File: config.mk
export PLATFORM = sky130hd
export DESIGN_NAME = wb_arbiter_flat
export DESIGN_NICKNAME = d
export VERILOG_FILES = /design/src/rtl/wb_arbiter_if.sv /design/src/rtl/wb_arbiter.sv /design/src/flat_wrapper.sv
export SDC_FILE = /design/constraint.sdc
export NUM_CORES = 1
export LEC_CHECK = 0
export ABC_AREA = 1
export CORE_MARGIN = 2
export CORE_UTILIZATION = 41
export DETAILED_ROUTE_END_ITERATION = 8
export PLACE_DENSITY = 0.82
export SETUP_SLACK_MARGIN = 0.15
export SKIP_CTS_REPAIR_TIMING = 1
export SYNTH_ARGS = -nofsm -noshare
export SYNTH_HDL_FRONTEND = slang
export SYNTH_SLANG_ARGS = --single-unit
File: constraint.sdc
create_clock -name clk -period 3.4 [get_ports clk]
set_input_delay 1.02 -clock clk [delete_from_list [all_inputs] [get_ports clk]]
set_output_delay 1.02 -clock clk [all_outputs]
set_load 0.1 [all_outputs]
File: src/rtl/wb_arbiter_if.sv
// Writeback arbiter bus: pipeline port A, long-latency port B (valid/ready),
// regfile write port and the busy mask exported to the hazard unit.
interface wb_arbiter_if #(
    parameter int DATA_W = 32,
    parameter int ADDR_W = 5
);
    logic                   a_valid;
    logic [ADDR_W-1:0]      a_rd;
    logic [DATA_W-1:0]      a_data;
    logic                   a_stall;
    logic                   b_valid;
    logic                   b_ready;
    logic [ADDR_W-1:0]      b_rd;
    logic [DATA_W-1:0]      b_data;
    logic                   RegWrite;
    logic [ADDR_W-1:0]      WriteReg;
    logic [DATA_W-1:0]      WriteData;
    logic [2**ADDR_W-1:0]   busy_mask;

    // Driven by the producers (pipeline, long-latency units) and the regfile side.
    modport master (
        output a_valid, a_rd, a_data, b_valid, b_rd, b_data,
        input  a_stall, b_ready, RegWrite, WriteReg, WriteData, busy_mask
    );

    modport slave (
        input  a_valid, a_rd, a_data, b_valid, b_rd, b_data,
        output a_stall, b_ready, RegWrite, WriteReg, WriteData, busy_mask
    );
endinterface

File: src/rtl/wb_arbiter.sv
// Writeback arbiter: merges single-cycle results (A) with FIFO-buffered long-op
// results (B) onto a registered regfile write port, with starvation guard and WAW kill.
module wb_arbiter #(
    parameter int DATA_W    = 32,
    parameter int ADDR_W    = 5,
    parameter int DEPTH     = 2,
    parameter int MAX_STALL = 4
) (
    input  logic         clk,
    input  logic         rst,
    wb_arbiter_if.slave  bus
);
    localparam int PW   = $clog2(DEPTH);
    localparam int CW   = $clog2(DEPTH) + 1;
    localparam int SW   = $clog2(MAX_STALL + 1);
    localparam int NREG = 2**ADDR_W;
    localparam logic [CW-1:0] FULL_CNT  = CW'(DEPTH);
    localparam logic [SW-1:0] STALL_MAX = SW'(MAX_STALL);

    logic [ADDR_W-1:0] rd_q   [DEPTH];
    logic [DATA_W-1:0] data_q [DEPTH];
    logic [DEPTH-1:0]  live_q,    live_d;
    logic [PW-1:0]     wr_ptr_q,  wr_ptr_d;
    logic [PW-1:0]     rd_ptr_q,  rd_ptr_d;
    logic [CW-1:0]     count_q,   count_d;
    logic [SW-1:0]     starve_q,  starve_d;
    logic              regwrite_q, regwrite_d;
    logic [ADDR_W-1:0] wreg_q,    wreg_d;
    logic [DATA_W-1:0] wdata_q,   wdata_d;
    logic [NREG-1:0]   busy;

    logic empty, full, a_stall, a_win, pop, push, a_kill;

    always_comb begin
        empty   = (count_q == '0);
        full    = (count_q == FULL_CNT);
        a_stall = (starve_q == STALL_MAX) && !empty;
        a_win   = bus.a_valid && !a_stall;
        pop     = !a_win && !empty;
        // rd==0 transfers are handshaken but never occupy a slot
        push    = bus.b_valid && !full && (bus.b_rd != '0);
        a_kill  = a_win && (bus.a_rd != '0);
    end

    always_comb begin
        live_d = live_q;
        if (a_kill) begin
            for (int i = 0; i < DEPTH; i++) begin
                if (rd_q[i] == bus.a_rd) live_d[i] = 1'b0;
            end
        end
        if (pop)  live_d[rd_ptr_q] = 1'b0;
        // Applied last so an entry pushed alongside an A win survives the kill
        if (push) live_d[wr_ptr_q] = 1'b1;

        wr_ptr_d = push ? wr_ptr_q + PW'(1) : wr_ptr_q;
        rd_ptr_d = pop  ? rd_ptr_q + PW'(1) : rd_ptr_q;
        count_d  = count_q + CW'(push) - CW'(pop);
    end

    always_comb begin
        if (pop || empty)
            starve_d = '0;
        else if (a_win && (starve_q != STALL_MAX))
            starve_d = starve_q + SW'(1);
        else
            starve_d = starve_q;
    end

    always_comb begin
        regwrite_d = 1'b0;
        wreg_d     = wreg_q;
        wdata_d    = wdata_q;
        if (a_win) begin
            regwrite_d = (bus.a_rd != '0);
            wreg_d     = bus.a_rd;
            wdata_d    = bus.a_data;
        end else if (pop) begin
            regwrite_d = live_q[rd_ptr_q];
            wreg_d     = rd_q[rd_ptr_q];
            wdata_d    = data_q[rd_ptr_q];
        end
    end

    always_comb begin
        busy = '0;
        for (int i = 0; i < DEPTH; i++) begin
            if (live_q[i]) busy[rd_q[i]] = 1'b1;
        end
        busy[0] = 1'b0;
    end

    always_ff @(posedge clk or posedge rst) begin
        if (rst) begin
            live_q     <= '0;
            wr_ptr_q   <= '0;
            rd_ptr_q   <= '0;
            count_q    <= '0;
            starve_q   <= '0;
            regwrite_q <= 1'b0;
            wreg_q     <= '0;
            wdata_q    <= '0;
        end else begin
            live_q     <= live_d;
            wr_ptr_q   <= wr_ptr_d;
            rd_ptr_q   <= rd_ptr_d;
            count_q    <= count_d;
            starve_q   <= starve_d;
            regwrite_q <= regwrite_d;
            wreg_q     <= wreg_d;
            wdata_q    <= wdata_d;
        end
    end

    // Slot payload needs no reset: liveness and occupancy gate every use
    always_ff @(posedge clk) begin
        if (push) begin
            rd_q[wr_ptr_q]   <= bus.b_rd;
            data_q[wr_ptr_q] <= bus.b_data;
        end
    end

    assign bus.a_stall   = a_stall;
    assign bus.b_ready   = !full;
    assign bus.RegWrite  = regwrite_q;
    assign bus.WriteReg  = wreg_q;
    assign bus.WriteData = wdata_q;
    assign bus.busy_mask = busy;
endmodule

File: src/flat_wrapper.sv
// flat-port wrapper written by rule: the top's interface ports become plain ports
module wb_arbiter_flat 
#(
    parameter int DATA_W    = 32,
    parameter int ADDR_W    = 5,
    parameter int DEPTH     = 2,
    parameter int MAX_STALL = 4
)
  (clk, rst, bus_a_valid, bus_a_rd, bus_a_data, bus_b_valid, bus_b_rd, bus_b_data, bus_a_stall, bus_b_ready, bus_RegWrite, bus_WriteReg, bus_WriteData, bus_busy_mask);
  wb_arbiter_if #(.DATA_W(DATA_W), .ADDR_W(ADDR_W)) bus_i ();
  input  logic clk;
  input  logic rst;
  input wire logic [$bits(bus_i.a_valid)-1:0] bus_a_valid;
  input wire logic [$bits(bus_i.a_rd)-1:0] bus_a_rd;
  input wire logic [$bits(bus_i.a_data)-1:0] bus_a_data;
  input wire logic [$bits(bus_i.b_valid)-1:0] bus_b_valid;
  input wire logic [$bits(bus_i.b_rd)-1:0] bus_b_rd;
  input wire logic [$bits(bus_i.b_data)-1:0] bus_b_data;
  output wire logic [$bits(bus_i.a_stall)-1:0] bus_a_stall;
  output wire logic [$bits(bus_i.b_ready)-1:0] bus_b_ready;
  output wire logic [$bits(bus_i.RegWrite)-1:0] bus_RegWrite;
  output wire logic [$bits(bus_i.WriteReg)-1:0] bus_WriteReg;
  output wire logic [$bits(bus_i.WriteData)-1:0] bus_WriteData;
  output wire logic [$bits(bus_i.busy_mask)-1:0] bus_busy_mask;
  assign bus_i.a_valid = bus_a_valid;
  assign bus_i.a_rd = bus_a_rd;
  assign bus_i.a_data = bus_a_data;
  assign bus_i.b_valid = bus_b_valid;
  assign bus_i.b_rd = bus_b_rd;
  assign bus_i.b_data = bus_b_data;
  assign bus_a_stall = bus_i.a_stall;
  assign bus_b_ready = bus_i.b_ready;
  assign bus_RegWrite = bus_i.RegWrite;
  assign bus_WriteReg = bus_i.WriteReg;
  assign bus_WriteData = bus_i.WriteData;
  assign bus_busy_mask = bus_i.busy_mask;
  wb_arbiter #(.DATA_W(DATA_W), .ADDR_W(ADDR_W), .DEPTH(DEPTH), .MAX_STALL(MAX_STALL)) u_core (.clk(clk), .rst(rst), .bus(bus_i));
endmodule
==> results.txt <==
- The tool flagged a number of max-cap violations equal to 0.
- Setup violations remaining at the end of the flow were counted as 0.
- In this run the cell area measured after placement is between 6000 and 7000 sq um.
* Dominant register cell in the synthesized netlist: edfxtp_1
- The share of synthesized area in the top cell type comes to between 40 and 50%.
- 150 I/O pins were placed.
* Total Wirelength: around 14000 microns
- Depth of the CTS H-tree: 4
- Avg Vias per Cell: 5.07
- Slew margin rel.: a little under half
* Final cell count without fillers: 861
- The Yosys step of the flow raised 0 warnings.
- Largest buffer count on any clock path: 2
- Routed vias: 4365
- Cell type contributing the most total cell area after synthesis: edfxtp_1
- Cell leakage power: just over 3 nW
- Slew @ Worst Pin: between 0.8 and 0.9 ns
* Req. time, crit path: roughly 2.4 ns
- Setup repair after global routing left no endpoint under its margin.
- STA classifies the critical path endpoint as an output pin.
* Area of all placed cells without fillers: 7500 sq um
- The count of buffers added on input and output ports is around 150.
- In this run the worst path has a maximum fanout of 8.
- Worst min-delay path class: flop to flop
- The total area inside the core boundary comes to 12700 sq um.
* Synth Net Count: 603
- Power spread over the standard cell area amounts to 994 nW/um^2.
- Final-report max-slew violation count: 0
- Based on the critical path, the design can be clocked at up to approximately 0.33 GHz.
- Measured along the x axis, the die boundary spans between 100 and 150 microns.
* Critical path data arrival time: 2.01 ns
- Peak ir drop on the vdd network: ~0.63 mV
- By count the netlist is led by nand2_1 (157), edfxtp_1 (74), nand3_1 (48).
- Share of async-settable or async-resettable flops after synthesis: between 30% and 40%
- Result of the run: finished, final reports clean
- Cells with a size suffix above 1 make up approximately 20% of the layout.
* Drt initial violations: roughly 310
- Total count of hold-check failures in the final report: 0
* Post-detailed-route wirelength per cell: roughly 16 microns
- The multi-input combinational cells in the finished layout cover a total of approximately 1800 sq um.
* Row cnt: slightly above 40
- Synthesis inferred approximately 120 register bits.
- Largest net degree at the start of global routing: 38
- TritonCTS built the clock tree.
- Inserted Clock Buffers: 17
* Type of the setup path with the least slack: flop to output pin
* Die Footprint: 14100 sq um
- In this run, synthesis inferred 74 flip-flops with an integrated enable.
- Final worst clock skew: about 0.012 ns
* Crit path launch type: flop
- Detailed placer's ending HPWL: ~9500 microns
- The total overflow left after global routing is 0.
- Final clock period utilization by the worst path: roughly 89%
- Register Area: between 3000 and 4000 sq um
- From synthesis to final layout, the design area changed by 39.1%.
- In this run, placement finished with an instance count of 829.
- Clock transition time at the flip-flop clock pins of the worst setup and hold paths: around 0.05 ns
- For this run, the total global-route usage over all layers was measured as 20.2%.
* Initial Utilization: 42.4%
* Total clock sinks: between 100 and 150
- The number of antenna violations at the first check in global routing is 0.
- CTS Root Buffer Type: clkbuf_16
* Syn Area/Cell: around 10 sq um
- Vias in the first global route: around 4400
* Shortest period the worst path allows: approximately 3.0 ns
- For this run, design rule violations remaining after detail routing come to 0.
* Post-synthesis instance total: 521
- Weighted congestion at the end of routability-driven global placement: between 0.8 and 0.9
* Count of nets after finishing: roughly 760
- Insertion delay of the later-clocked pin in the worst-skew pair: 0.41 ns
- Distinct cell type count after synthesis: 33
- Router iterations before antenna repair: 5
* Die Span Y: roughly 120 microns
- After filler insertion, the fill cell instance count of the layout stands at ~1000.
- Yosys instantiated no cell more often than nand2_1.
* Cell area after synthesis: approximately 5400 sq um
- The number of antenna diodes in the final layout is 0.
* Post-route ant nets: 0
- Cell types occupying the most area after synthesis: edfxtp_1 (41%), dfrtp_1 (22%), nand2_1 (11%)
- Global-route wire length before repair: 22500 microns
- Summing the sequential cell areas from Yosys gives between 60% and 70% of the chip area.
[final timing paths]
check	start	end	slack (ns)	cells past startpoint
setup / recovery	u_core.rd_q[0][0]$_DFFE_PP_	bus_busy_mask[3]	0.37	5
hold / removal	u_core.starve_q[0]$_DFFE_PP0P_	u_core.starve_q[0]$_DFFE_PP0P_	0.49	1
setup reg to reg	u_core.rd_ptr_q$_DFFE_PP0P_	u_core.bus.WriteData[3]$_DFFE_PP0P_	1.49	4
hold reg to reg	u_core.starve_q[0]$_DFFE_PP0P_	u_core.starve_q[0]$_DFFE_PP0P_	0.49	1
max in group asynchronous	rst	u_core.bus.WriteData[22]$_DFFE_PP0P_	1.65	3
min in group asynchronous	rst	u_core.bus.WriteData[9]$_DFFE_PP0P_	1.12	2
[layout make-up]
cell class / instances / area share, %
well taps: 172 / 2.87
repair buffers: 155 / 18.4
flip-flops and latches: 121 / 45.3
multi-input cells: 348 / 23.5
clock inverters: 14 / 2.39
inverters: 33 / 1.69
clock buffers: 18 / 5.86
[metrics by stage]
| stage | total power, mW | util, % | hold slack (ns) | TNS (ns) | setup WS [ns] |
|---|---|---|---|---|---|
| 3_3_place_gp | 5.55 | 54.1 | 0.453 | 0 | 0.714 |
| 6_report | 7.46 | 58.9 | 0.486 | 0 | 0.370 |
| 5_1_grt | 7.78 | 58.9 | 0.495 | 0 | 0.213 |
| 2_1_floorplan | 4.79 | - | 0.440 | -11.43 | -0.443 |
| 3_5_place_dp | 5.63 | 54.1 | 0.482 | 0 | 0.654 |
| 4_1_cts | 7.50 | 58.9 | 0.489 | 0 | 0.372 |
[critical path, cell delays in order, from the launching register on]
cell and delay, ns:
edfxtp_1 0.42, inv_1 0.12, nor3_2 0.51, nand2_1 0.12, o21ai_1 0.12, buf_4 0.31
[where the power goes]
group / leakage, nW / internal (mW) / switching, mW / total, mW
Combinational: 1.51 / 0.736 / 2.57 / 3.30
Sequential: 1.25 / 2.03 / 0.269 / 2.30
Clock: 0.286 / 1.23 / 0.619 / 1.85
Total: 3.05 / 4.00 / 3.46 / 7.46
[layout by cell type (no fill, tap or decap), drive strengths merged]
cell	count
nand4	7
inv	31
a21oi	2
o211ai	31
o22ai	1
edfxtp	74
xor2	1
nor3b	1
clkinvlp	5
a21boi	1
clkbuf	18
xnor2	4
dfrtp	47
nor2	10
ha	4
or2	32
o21ai	31
clkinv	7
buf	78
clkdlybuf4s50	77
nand3	49
conb	1
nor3	14
nand2	159
bufinv	4
[state kept, by name, summed over array words and instances (netlist names)]
register / cells
u_core.bus.WriteReg: 5
u_core.wr_ptr_q: 1
u_core.bus.RegWrite: 1
u_core.bus.WriteData: 32
u_core.live_q: 2
u_core.rd_ptr_q: 1
u_core.data_q: 64
u_core.rd_q: 10
u_core.count_q: 2
u_core.starve_q: 3
[cell families (layout without fill, tap and decap cells)]
family | Yosys count | count (layout) | synth area share, %
compound gates | 66 | 66 | 7.84
fa+ha+maj | 4 | 4 | 0.928
flops | 121 | 121 | 63.0
other cells | 1 | 1 | 0.0696
xor+xnor | 5 | 5 | 0.812
simple gates | 272 | 272 | 23.0
buf+inv | 52 | 220 | 4.34
[layer usage]
layer | up-vias | wire [microns] | GRT usage, %
met4 | 0 | 174 | 6.85
met5 | - | 0 | 0
met2 | 209 | 7110 | 35.5
met3 | 17 | 1010 | 4.68
li1 | 2100 | - | -
met1 | 2039 | 5510 | 24.4
(Power assumes the default switching activity.)
